[src/rtl/jk_seq_decoder.sv]
// Recovers encoder input bits from an observed {FA,FB} state stream, packs them
// into BYTE_W-bit words, and counts illegal state transitions.
module jk_seq_decoder #(
  parameter int BYTE_W = 8,
  parameter int ERR_W  = 4
) (
  input  logic              clk,
  input  logic              rst,
  input  logic              en,
  input  logic              clr,
  input  logic [1:0]        st,
  output logic              x_out,
  output logic              x_valid,
  output logic              err,
  output logic              err_sticky,
  output logic [ERR_W-1:0]  err_cnt,
  output logic [BYTE_W-1:0] byte_out,
  output logic              byte_valid
);

  localparam int CNT_W = (BYTE_W > 1) ? $clog2(BYTE_W) : 1;
  localparam logic [CNT_W-1:0] LAST_BIT = CNT_W'(BYTE_W - 1);

  typedef enum logic [1:0] {
    TR_DECODE  = 2'd0,
    TR_SILENT  = 2'd1,
    TR_ILLEGAL = 2'd2
  } tr_kind_e;

  logic [1:0]        prev_st_q, prev_st_d;
  logic              prev_vld_q, prev_vld_d;
  logic [BYTE_W-1:0] shreg_q, shreg_d;
  logic [CNT_W-1:0]  bit_cnt_q, bit_cnt_d;
  logic              x_out_q, x_out_d;
  logic              x_valid_q, x_valid_d;
  logic              err_q, err_d;
  logic              err_sticky_q, err_sticky_d;
  logic [ERR_W-1:0]  err_cnt_q, err_cnt_d;
  logic [BYTE_W-1:0] byte_out_q, byte_out_d;
  logic              byte_valid_q, byte_valid_d;

  tr_kind_e          tr_kind;
  logic              dec_x;
  logic [BYTE_W-1:0] shifted;

  // Inverse of the encoder transition table, indexed by {from, to}.
  always_comb begin
    tr_kind = TR_ILLEGAL;
    dec_x   = 1'b0;
    case ({prev_st_q, st})
      4'b00_10: begin tr_kind = TR_DECODE; dec_x = 1'b0; end
      4'b00_00: begin tr_kind = TR_DECODE; dec_x = 1'b1; end
      4'b10_11: begin tr_kind = TR_DECODE; dec_x = 1'b0; end
      4'b10_10: begin tr_kind = TR_DECODE; dec_x = 1'b1; end
      4'b11_01: begin tr_kind = TR_DECODE; dec_x = 1'b0; end
      4'b11_11: begin tr_kind = TR_DECODE; dec_x = 1'b1; end
      4'b01_00: begin tr_kind = TR_SILENT; dec_x = 1'b0; end
      default:  begin tr_kind = TR_ILLEGAL; dec_x = 1'b0; end
    endcase
  end

  assign shifted = {shreg_q[BYTE_W-2:0], dec_x};

  always_comb begin
    prev_st_d    = prev_st_q;
    prev_vld_d   = prev_vld_q;
    shreg_d      = shreg_q;
    bit_cnt_d    = bit_cnt_q;
    x_out_d      = x_out_q;
    x_valid_d    = 1'b0;
    err_d        = 1'b0;
    err_sticky_d = err_sticky_q;
    err_cnt_d    = err_cnt_q;
    byte_out_d   = byte_out_q;
    byte_valid_d = 1'b0;

    if (clr) begin
      // Clear drops the decoding context but keeps the last completed word.
      prev_vld_d   = 1'b0;
      shreg_d      = '0;
      bit_cnt_d    = '0;
      err_sticky_d = 1'b0;
      err_cnt_d    = '0;
    end else if (en) begin
      prev_st_d  = st;
      prev_vld_d = 1'b1;
      if (prev_vld_q) begin
        case (tr_kind)
          TR_DECODE: begin
            x_out_d   = dec_x;
            x_valid_d = 1'b1;
            shreg_d   = shifted;
            if (bit_cnt_q == LAST_BIT) begin
              bit_cnt_d    = '0;
              byte_out_d   = shifted;
              byte_valid_d = 1'b1;
            end else begin
              bit_cnt_d = bit_cnt_q + CNT_W'(1);
            end
          end
          TR_ILLEGAL: begin
            err_d        = 1'b1;
            err_sticky_d = 1'b1;
            if (err_cnt_q != '1) err_cnt_d = err_cnt_q + ERR_W'(1);
          end
          default: ;
        endcase
      end
    end
  end

  always_ff @(posedge clk or negedge rst) begin
    if (!rst) begin
      prev_st_q    <= '0;
      prev_vld_q   <= 1'b0;
      shreg_q      <= '0;
      bit_cnt_q    <= '0;
      x_out_q      <= 1'b0;
      x_valid_q    <= 1'b0;
      err_q        <= 1'b0;
      err_sticky_q <= 1'b0;
      err_cnt_q    <= '0;
      byte_out_q   <= '0;
      byte_valid_q <= 1'b0;
    end else begin
      prev_st_q    <= prev_st_d;
      prev_vld_q   <= prev_vld_d;
      shreg_q      <= shreg_d;
      bit_cnt_q    <= bit_cnt_d;
      x_out_q      <= x_out_d;
      x_valid_q    <= x_valid_d;
      err_q        <= err_d;
      err_sticky_q <= err_sticky_d;
      err_cnt_q    <= err_cnt_d;
      byte_out_q   <= byte_out_d;
      byte_valid_q <= byte_valid_d;
    end
  end

  assign x_out      = x_out_q;
  assign x_valid    = x_valid_q;
  assign err        = err_q;
  assign err_sticky = err_sticky_q;
  assign err_cnt    = err_cnt_q;
  assign byte_out   = byte_out_q;
  assign byte_valid = byte_valid_q;

endmodule

[config.mk]
export PLATFORM = sky130hd
export DESIGN_NAME = jk_seq_decoder
export DESIGN_NICKNAME = d
export VERILOG_FILES = /design/src/rtl/jk_seq_decoder.sv
export SDC_FILE = /design/constraint.sdc
export NUM_CORES = 1
export LEC_CHECK = 0
export ABC_AREA = 1
export ABC_CLOCK_PERIOD_IN_PS = 1350
export BUFFER_PORTS_ARGS = -buffer_cell sky130_fd_sc_hd__buf_4
export CAP_MARGIN = 5
export CORE_UTILIZATION = 49
export DETAILED_ROUTE_END_ITERATION = 12
export HOLD_SLACK_MARGIN = 0.03
export PLACE_DENSITY = 0.77
export SLEW_MARGIN = 20
export SYNTH_ARGS = -nofsm -noshare
export SYNTH_HDL_FRONTEND = slang
export SYNTH_SLANG_ARGS = --single-unit
[constraint.sdc]
create_clock -name clk -period 1.35 [get_ports clk]
set_clock_uncertainty 0.15 [all_clocks]
set_input_delay 0.27 -clock clk [delete_from_list [all_inputs] [get_ports clk]]
set_output_delay 0.27 -clock clk [all_outputs]
set_load 0.005 [all_outputs]
==> out/qor.csv <==
metric,value,unit
status,"complete, but fails checks",
failing checks,setup timing,
die area,2993,um2
initial antenna violation count,0,
layout cells sized above 1,53.95,%
die height,54.71,um
io pins,23,
FF-to-FF Start,bit_cnt_q[0],
endpoints failing hold,0,
DRC Markers,0,
async set or reset register ratio after synthesis,100.0,%
internal power,1.711,mW
clock sinks,30,
post-synth cell types,20,
CTS tree,yes,
clk root buf,clkbuf_4,
Syn Nets,167,
Setup CP Type,reg2reg,
Die Width,54.71,um
GRT Resource Usage Total,27.54,%
core area,2545,um2
# diodes,0,
GRT Residual Overflow,0,
worst-case clock buffer depth,2,
"Top FF cell, synth",dfrtp_1,
starting density of the core,53.49,%
Post-synth EDFFs,0,
vias per cell,5.384,
Layout area overhead,56.07,%
clock latency on the worst-skew pair,0.36,ns
final hold slack,0.1007,ns
drt total wl,3903,um
Worst Tran Pin Value,0.3851,ns
CP required,1.44,ns
number of port buffers,22,
Post-layout nets,223,
Critical Path Source Type,flip-flop,
top-area cell type share of the netlist area,55.15,%
Worst Setup SP,bit_cnt_q[0],
Max Cap Viol,0,
Net Switching,572.9,uW
Synth Register Bits,30,
Worst EP arrival,1.59,ns
area of the mapped netlist,1361,um2
register area share after synthesis,55.15,%
Ys Warns,0,
final-report max-slew violation count,0,
most frequent cells after synthesis,"74 x nand2_1, 30 x dfrtp_1, 9 x inv_1, 9 x nand3_1, 7 x nor2_1",
R2R Path End,byte_out[3],
Seq pwr share,41.8,%
Final min period,1.502,ns
crit path max fanout,6,
Hold WC Path Type,in2reg,
vias,1319,
peak supply drop,0.001291,V
pre-CTS setup slack,-0.07943,ns
Leak,1.176,nW
reg2reg setup slack,-0.15,ns
number of core rows,18,
sw frac,25.09,%
WL/cell,15.93,um
setup TNS,-1.872,ns
R2R depth,8,
Util after Layout,83.48,%
part of the power in the clock network,42.3,%
Final period util,111.3,%
Initial DRT Pass Iterations,4,
first-pass GRT wire length,5430,um
top post-synthesis cells by area,"dfrtp_1 55%, nand2_1 20%, nand3_1 3.3%",
crit path capture type,flip-flop,
"Reg clk slew, reported paths",0.09,ns
antenna-violating nets left,0,
RSZ-0062 raised after global routing,true,
slew margin rel.,74.33,%
gpl congestion,0.8304,
Max Freq,665.7,MHz
Setup crit end,byte_out[3],
"count leader, synth",nand2_1,
cell count after synthesis,158,
pwr/cell area,1075,nW/um2
synthesized area per cell,8.616,um2
final worst setup slack,-0.1523,ns
total CTS buffers,5,
number of global-route vias before repair,1203,
"area leader, netlist",dfrtp_1,
final setup fails,23,
Comb pwr share,16.0,%
H-tree depth,2,
hpwl dp,2042,um
Initial DRC Count,40,
largest net degree at the start of global routing,31,
[worst max-delay path, stage by stage, from the launching register on]
cell	delay, ns
dfrtp_1	0.41
ha_2	0.21
ha_4	0.17
nand2_4	0.06
nor2_4	0.04
nand2_4	0.13
clkinv_4	0.09
nand2_1	0.08
nand2_1	0.06
[power by group through the flow]
stage | Combinational (mW) | Sequential (mW) | Clock [mW]
6_report | 0.364 | 0.953 | 0.966
4_1_cts | 0.306 | 0.950 | 0.958
2_1_floorplan | 0.120 | 0.969 | 0
5_1_grt | 0.391 | 0.958 | 1.02
3_3_place_gp | 0.238 | 0.963 | 0
3_5_place_dp | 0.245 | 0.964 | 0
[cells by family after synthesis]
logic type | share of synthesized area, %
adder cells (fa/ha/maj) | 2.758
AND/OR/NAND/NOR | 34.56
flip-flops | 55.15
AO/OA/AOI/OAI | 1.838
buffers and inverters | 4.963
multiplexers | 0.7353
[layout by cell type, fill, tap and decap left out]
cell type | synthesis | final
a21oi_2 | 0 | 2
buf_4 | 0 | 36
buf_6 | 0 | 8
bufinv_16 | 0 | 2
clkbuf_4 | 0 | 5
clkbuf_8 | 0 | 1
clkinv_4 | 2 | 3
dfrtp_1 | 30 | 29
dfrtp_2 | 0 | 1
dlygate4sd3_1 | 0 | 2
ha_2 | 0 | 2
ha_4 | 0 | 1
inv_1 | 9 | 6
inv_2 | 3 | 4
inv_4 | 0 | 3
inv_6 | 0 | 1
mux2i_1 | 1 | 1
nand2_1 | 74 | 45
nand2_2 | 3 | 25
nand2_4 | 1 | 9
nand3_1 | 9 | 3
nand3_2 | 0 | 5
nand3_4 | 1 | 2
nand4_1 | 5 | 5
nor2_1 | 7 | 4
nor2_4 | 1 | 5
nor2_8 | 1 | 1
nor3_1 | 1 | 1
o21ai_0 | 3 | 2
o21ai_1 | 0 | 1
[worst min-delay path by stage]
stage	start	end	slack, ns	cells past startpoint
floorplan	rst	bit_cnt_q[0]	-0.18	0
global placement	rst	prev_st_q[1]	0.06	1
detailed placement	rst	prev_st_q[0]	0.07	1
CTS	en	prev_vld_q	0.07	3
global route	en	prev_vld_q	0.1	3
finish	en	prev_vld_q	0.10	3
[final cells by class]
type | count | area [um2]
inverters | 14 | 70.07
multi-input cells | 114 | 752.0
clock inverters | 2 | 60.06
clock buffers | 6 | 51.30
repair inverters | 3 | 21.27
repair buffers | 46 | 380.4
flip-flops and latches | 30 | 752.0
well taps | 30 | 37.54
fillers | 140 | 420.4
[stage by stage]
step | cells | total power, mW | cell area, um2
detailed placement | 222 | 1.209 | 1664
CTS | 242 | 2.214 | 1974
global route | 245 | 2.369 | 2125
finish | 245 | 2.284 | 2125
global placement | 222 | 1.201 | 1664
floorplan | 158 | 1.089 | 1369
[sequential cells by signal, summed over array words and instances (netlist names)]
name,cells
shreg_q,7
err_sticky,1
byte_valid,1
prev_vld_q,1
x_out,1
x_valid,1
err,1
bit_cnt_q,3
err_cnt,4
prev_st_q,2
byte_out,8
[what timing repair did]
action                                  4_1_cts  5_1_grt
setup buffers                                 6        3
pin swaps                                     8       18
endpoints found under the setup margin       27       30
gates resized for setup                      34       40
hold buffers                                  2        0
hold endpoints to repair                     32        0
gates cloned                                  4        0
[metal layers]
metal	GRT usage, %	vias to the layer above	part of all wire [%]
li1	-	616	-
met1	31.62	639	40
met2	45.78	52	53
met3	9.444	12	4.6
met4	12.39	0	2.4
met5	0	-	0
Power figures use the tool's default switching activity.
